<file path="src/rtl/instruction_fetch.sv">
// Instruction fetch stage: owns the PC, fetches words over a req/ack handshake,
// buffers up to two {pc, word} entries and hands them to decode in order.
module instruction_fetch #(
  parameter logic [31:0] RESET_PC = 32'h0000_0000
) (
  input  logic        clk,
  input  logic        rst_n,
  output logic        mem_req,
  output logic [31:0] mem_addr,
  input  logic        mem_ack,
  input  logic [31:0] mem_rdata,
  output logic [31:0] instrucao,
  output logic [31:0] instr_pc,
  output logic        instr_valid,
  input  logic        instr_ready,
  input  logic        redirect,
  input  logic [31:0] redirect_pc
);

  typedef enum logic [1:0] {IDLE, FETCH, HOLD, KILL} state_t;

  localparam logic [31:0] RESET_ADDR = RESET_PC & ~32'd3;

  state_t      state_reg;
  logic [31:0] addr_reg;
  logic [31:0] pend_reg;
  logic [31:0] pc_q   [2];
  logic [31:0] word_q [2];
  logic        wr_ptr_reg;
  logic        rd_ptr_reg;
  logic [1:0]  occ_reg;
  logic [1:0]  occ_next;
  logic [31:0] target;
  logic        push;
  logic        pop;

  assign target = redirect_pc & ~32'd3;
  // A redirect swallows both the same-cycle ack and the same-cycle pop.
  assign push   = (state_reg == FETCH) && mem_ack && !redirect;
  assign pop    = (occ_reg != 2'd0) && instr_ready && !redirect;

  always_comb begin
    occ_next = occ_reg;
    case ({push, pop})
      2'b10:   occ_next = occ_reg + 2'd1;
      2'b01:   occ_next = occ_reg - 2'd1;
      default: occ_next = occ_reg;
    endcase
  end

  assign mem_req     = (state_reg == FETCH) || (state_reg == KILL);
  assign mem_addr    = addr_reg;
  assign instr_valid = (occ_reg != 2'd0);
  assign instrucao   = word_q[rd_ptr_reg];
  assign instr_pc    = pc_q[rd_ptr_reg];

  // addr_reg is the address on the bus; pend_reg holds the redirect target
  // while a stale request drains in KILL.
  always_ff @(posedge clk or negedge rst_n) begin
    if (!rst_n) begin
      state_reg <= IDLE;
      addr_reg  <= RESET_ADDR;
      pend_reg  <= RESET_ADDR;
    end else begin
      case (state_reg)
        IDLE: begin
          state_reg <= FETCH;
          if (redirect) addr_reg <= target;
        end
        FETCH: begin
          if (redirect) begin
            if (mem_ack) begin
              addr_reg  <= target;
              state_reg <= FETCH;
            end else begin
              pend_reg  <= target;
              state_reg <= KILL;
            end
          end else if (mem_ack) begin
            addr_reg  <= addr_reg + 32'd4;
            state_reg <= (occ_next == 2'd2) ? HOLD : FETCH;
          end
        end
        HOLD: begin
          if (redirect) begin
            addr_reg  <= target;
            state_reg <= FETCH;
          end else if (occ_reg != 2'd2) begin
            state_reg <= FETCH;
          end
        end
        KILL: begin
          if (mem_ack) begin
            addr_reg  <= redirect ? target : pend_reg;
            state_reg <= FETCH;
          end else if (redirect) begin
            pend_reg <= target;
          end
        end
        default: state_reg <= IDLE;
      endcase
    end
  end

  always_ff @(posedge clk or negedge rst_n) begin
    if (!rst_n) begin
      occ_reg    <= 2'd0;
      wr_ptr_reg <= 1'b0;
      rd_ptr_reg <= 1'b0;
    end else if (redirect) begin
      occ_reg    <= 2'd0;
      wr_ptr_reg <= 1'b0;
      rd_ptr_reg <= 1'b0;
    end else begin
      occ_reg    <= occ_next;
      wr_ptr_reg <= wr_ptr_reg ^ push;
      rd_ptr_reg <= rd_ptr_reg ^ pop;
    end
  end

  genvar gi;
  generate
    for (gi = 0; gi < 2; gi++) begin : g_slot
      localparam int unsigned SLOT = gi;
      always_ff @(posedge clk or negedge rst_n) begin
        if (!rst_n) begin
          pc_q[gi]   <= 32'd0;
          word_q[gi] <= 32'd0;
        end else if (push && (wr_ptr_reg == SLOT[0])) begin
          pc_q[gi]   <= addr_reg;
          word_q[gi] <= mem_rdata;
        end
      end
    end
  endgenerate

endmodule

</file>
<file path="config.mk">
export PLATFORM = sky130hd
export DESIGN_NAME = instruction_fetch
export DESIGN_NICKNAME = d
export VERILOG_FILES = /design/src/rtl/instruction_fetch.sv
export SDC_FILE = /design/constraint.sdc
export NUM_CORES = 1
export LEC_CHECK = 0
export BUFFER_PORTS_ARGS = -buffer_cell sky130_fd_sc_hd__buf_2
export CORE_MARGIN = 4
export CORE_UTILIZATION = 40
export DETAILED_ROUTE_END_ITERATION = 12
export PLACE_DENSITY = 0.71
export SYNTH_ARGS = -nofsm -noshare
export SYNTH_HDL_FRONTEND = slang
export SYNTH_SLANG_ARGS = --single-unit
</file>
<file path="constraint.sdc">
create_clock -name clk -period 4.15 [get_ports clk]
set_input_delay 0.415 -clock clk [delete_from_list [all_inputs] [get_ports clk]]
set_output_delay 0.415 -clock clk [all_outputs]
set_load 0.01 [all_outputs]
</file>
# == Yosys cells after proc, flatten, opt, wreduce, memory -nomap -nowiden ==
# Cells that the tools add are included.
# word_totals
register_bits,198
input_bits,69
out_inout_bits,98
elab_cells,77
# classes
add_sub_neg,3
magnitude_cmp,1
n_eq_ne,15
muxes,29
n_bitwise,4
reduce_logical,15
# ops
op,count
$mux W32,15
$pmux W32 S3,1
$pmux W32 S2,1
$add A32 B3 Y32 const B,1
$mux W2,8
$ne A2 B2 Y1 const B,6
$eq A2 B2 Y1 const B,4
$pmux W2 S4,1
$logic_and A1 B1 Y1,6
$ne A3 B3 Y1 const B,2
$reduce_and A3 Y1,2
$eq A2 B1 Y1 const B,2
$pmux W2 S2,1
$reduce_and A4 Y1,1
$reduce_bool A2 Y1,2
$add A2 B1 Y2 const B,1
$ge A2 B2 Y1 const B,1
$logic_not A2 Y1,1
$mux W1,2
$ne A2 B1 Y1 const B,1
$not A1 Y2,1
$reduce_or A2 Y1,1
$sub A2 B1 Y2 const B,1
$xor A1 B1 Y1,2
other kinds (3),3

# == Logic depth before layout (Yosys ltp) ==
# logic_depth
depth_word,10
depth_mapped,10
mapped_depth_nobuf,9

# == Worst setup path after synthesis ==
# No wires, ideal clock.
# synth_timing
path_type,input -> register
from,input mem_ack
to,register word_q[10] in the netlist's numbering
setup_time_ns,0.125
arrival_time_ns,2.169
t_required_ns,4.025
setup_slack_ns,1.856
cell_stages,9
path_buffers,4
cell_sequence,buf_2 > and3b_1 > buf_2 > nand2b_1 > inv_1 > ha_1 > clkbuf_1 > clkbuf_1 > mux2_2
# synth_between
elab_chain_len,3
# synth_lines
element,line,source
start: declaration,10,"input logic mem_ack,"
$logic_and A1 B1 Y1 (2 in series),39,assign push = (state_reg == FETCH) && mem_ack && !redirect;
$logic_and A1 B1 Y1,129,end else if (push && (wr_ptr_reg == SLOT[0])) begin
end signal: indexed assignment,131,word_q[gi] <= mem_rdata;
end: declaration,28,logic [31:0] word_q [2];
# No other way between the ends.
# A chain may end at the register's enable or synchronous reset.

# == Worst setup path in the final report ==
# layout_timing
from,register rd_ptr_reg
to,output instr_pc[16]
# layout_between
elab_chain_len,4
# layout_lines
element,line,source
start: declaration,30,logic rd_ptr_reg;
start signal: assignment,117,rd_ptr_reg <= rd_ptr_reg ^ pop;
$not A1 Y2 (not written as such),55,assign instr_pc = pc_q[rd_ptr_reg];
$mux W32 (not written as such) (3 in series),55,
end: declaration,13,"output logic [31:0] instr_pc,"
# No other way between the ends. The select of a mux whose other input is x is not followed.

==> metrics list <==
- Setup-failing EPs final: 0
- In this run the tool buffered the top-level ports with 164 buffer cells.
- For this configuration, the core starts out at a cell density of 41.0%.
- Final estimated routing congestion in global placement: 0.827
- HPWL Detailed: 16.3 mm
* Largest area contributor in the synthesized netlist: dfrtp_1
- Width of the die: 164 um
- During synthesis, Yosys emitted a total of 0 warnings.
* Count of antenna-violating nets left after detailed routing: 0
- Timing would allow up to 0.371 GHz.
- After detailed routing, the number of vias per cell comes to 5.42.
* Post-Synthesis Cell Area: 0.00967 sq mm
- The final critical path takes up 64.9% of the cycle.
- Buffers from clock root to sink, at most: 2
- Setup repair after global routing left no endpoint under its margin.
* Max transition margin: 34.4%
- In this run the standard cell core region covers 0.0236 sq mm.
* Number of buffers created by CTS: 17
- In this run the register-to-register setup slack is 1780 ps.
- Critical Path RT: 3730 ps
* Wire length of the first global-routing pass: 37.4 mm
* Syn_area_per_cell: 12.1 sq um
* Per-cell routed wire length: 18.5 um
* WP data arrival: 2280 ps
- At the pin with the least slew margin, the transition time is 983 ps.
- IR analysis of the VDD net gives a maximum drop of 0.232 mV.
- The flow ran to the end, and the final reports show no timing, DRC or antenna violations.
- Number of antenna cells inserted: 0
- Biggest fanout along the worst timing path: 33
* Critical path class: reg2out
- TritonCTS built the clock tree.
* DRC: 0
- Largest delay contributor family on the critical path: flip-flops
- Global route overflow: 0
- Post-route clock skew: 12.3 ps
* CP cell instances: buf_4, mux2_2, buf_2
* Distinct cells, synth: 63
- Sequential elements use 51.2% of the synthesized area.
- Root buf cell: clkbuf_16
- Counting flops with a built-in enable in the synthesized netlist gives 0.
- The largest individual stage delay along the critical path comes from the cell dfrtp_2.
- Summed over all failing endpoints, the final setup total negative slack is 0 ps.
- Layout fillers: 2171
* # Max-Cap Violations: 0
* Share of final-layout standard cells stronger than drive strength 1: 44.5%
* Worst hold slack: 121 ps
- The worst register-to-register path ends at mem_addr[13].
- The via count of the first global-routing pass is 6892.
- Buffers inserted to repair hold after CTS numbered 0.
* Clock Sink Count: 198
- Once the clock tree was built, the setup fixing pass inserted 0 buffers.
- Detailed Routing Iterations Pass 1: 5
- From synthesis to final layout, the design area changed by 17.5%.
* Final setup slack of the worst path: 1460 ps
* Setup slack at placement: 1620 ps
* Post-Synthesis Net Count: 873
* Number of vias in the routed layout: 6865
- For the finished layout, the period the worst path requires is 2690 ps.
- In the global route stage, overall resource usage came out at 17.6%.
- The routed design has 23.4 mm of wire.
* Clock edge transition at the registers on the reported setup and hold paths: 70 ps
* Number of placement rows: 56
- Synthesis inferred 198 register bits.
* Largest net degree at the start of global routing: 123
* Launch point of the worst reg-to-reg path: state_reg[0]
- The final layout contains 1008 nets.
* Most frequent cells after synthesis: 198 x dfrtp_1, 198 x mux2_2, 47 x nand2_1, 32 x nor2_1, 27 x buf_2
- Count of endpoints failing hold in the final timing report: 0
- Number of antenna violations at the first check in global routing: 0
* Cell Pwr Density: 543 mW/mm^2
- Pin placement for this block handled 167 I/O pins.
- DIE HEIGHT: 164 um
- The largest registers in the layout are pc_q (64), word_q (64).
* Main area contributors after synthesis: dfrtp_1 51%, mux2_2 23%, mux2_1 2.7%
- Iteration-0 DRC count of the detailed router: 537
* Number of cells produced by synthesis: 800
- Cell depth of the worst flop-to-flop path: 6
* Most used DFF post-synth: dfrtp_1
* Max-slew violation count: 0
- The worst setup path is launched from a flop.
* Worst stage delay on the critical path: 910 ps
- STA classifies the critical path endpoint as an output pin.
- Share of synthesized flip-flops with an asynchronous set or reset: 100%
- Clock latency on the worst-skew pair: 430 ps
- Leakage power summed over all cells: 4.97 nW
* DIE AREA: 0.0267 sq mm
- The number of buffers and inverters on the critical path is 2.
* Area fraction of the dominant cell type after synthesis: 51.2%
- After clock tree synthesis, the repair step resized 0 gates.
- The tightest min-delay check is of the in2async type.
- The H-tree was split into 4 levels.
[cells in the final DEF (no fill, tap or decap), types with 9 or more instances in the layout]
cell	n
mux2_1	23
nor2_1	32
o21ai_1	11
nand2_1	47
o21ai_0	21
inv_1	12
mux2_2	198
a21oi_1	24
buf_4	9
clkbuf_16	17
buf_2	163
dfrtp_1	197
nand4_1	12
o211ai_1	9
o22ai_1	13
nand3_1	18
[final cells by class]
| class | count | area, sq um | area share (%) |
|---|---|---|---|
| clock buffer | 19 | 433 | 3.81 |
| clock inverter | 13 | 169 | 1.49 |
| tap | 319 | 399 | 3.51 |
| multi-input combinational | 526 | 4360 | 38.4 |
| inverter | 14 | 52.6 | 0.462 |
| sequential | 198 | 4960 | 43.6 |
| timing repair buffer | 178 | 997 | 8.77 |
[per-stage QoR]
stage / cell area (sq um) / total power, mW / cells / utilization, %
floorplan: 9670 / 3.89 / 800 / -
global placement: 10800 / 4.43 / 1235 / 45.6
detailed placement: 10800 / 4.51 / 1235 / 45.6
CTS: 11400 / 6.24 / 1267 / 48.1
global route: 11400 / 6.53 / 1267 / 48.1
finish: 11400 / 6.18 / 1267 / 48.1
[metal layers]
metal | up-vias | part of all wire (%) | track usage [%] | wire length, um
met1 | 3445 | 46 | 25.0 | 10900
met3 | 30 | 5.8 | 3.61 | 1360
met4 | 0 | 2.0 | 5.49 | 477
met2 | 212 | 46 | 27.3 | 10700
met5 | - | 0 | 0 | 0
li1 | 3178 | - | - | -
[logic make-up after synthesis]
group | count (synthesis) | synth area share, %
mux | 222 | 25.8
buf+inv | 76 | 3.78
fa+ha+maj | 4 | 0.517
xor+xnor | 12 | 1.09
flops | 198 | 51.2
compound gates | 133 | 9.26
simple gates | 155 | 8.32
[how the worst max path moves through the flow]
| stage | from | to | cells after the start |
|---|---|---|---|
| floorplan | mem_ack | word_q[10] | 9 |
| CTS | rd_ptr_reg | instr_pc[8] | 3 |
| detailed placement | mem_ack | word_q[47] | 7 |
| global placement | mem_ack | mem_addr[13] | 6 |
| finish | rd_ptr_reg | instr_pc[16] | 3 |
| global route | rd_ptr_reg | instr_pc[8] | 3 |
[report_power, final]
part / internal, mW / total (mW) / switching (mW)
clock: 0.961 / 1.72 / 0.757
sequential: 2.47 / 2.87 / 0.402
combinational: 0.878 / 1.59 / 0.714
(Power assumes the default switching activity.)
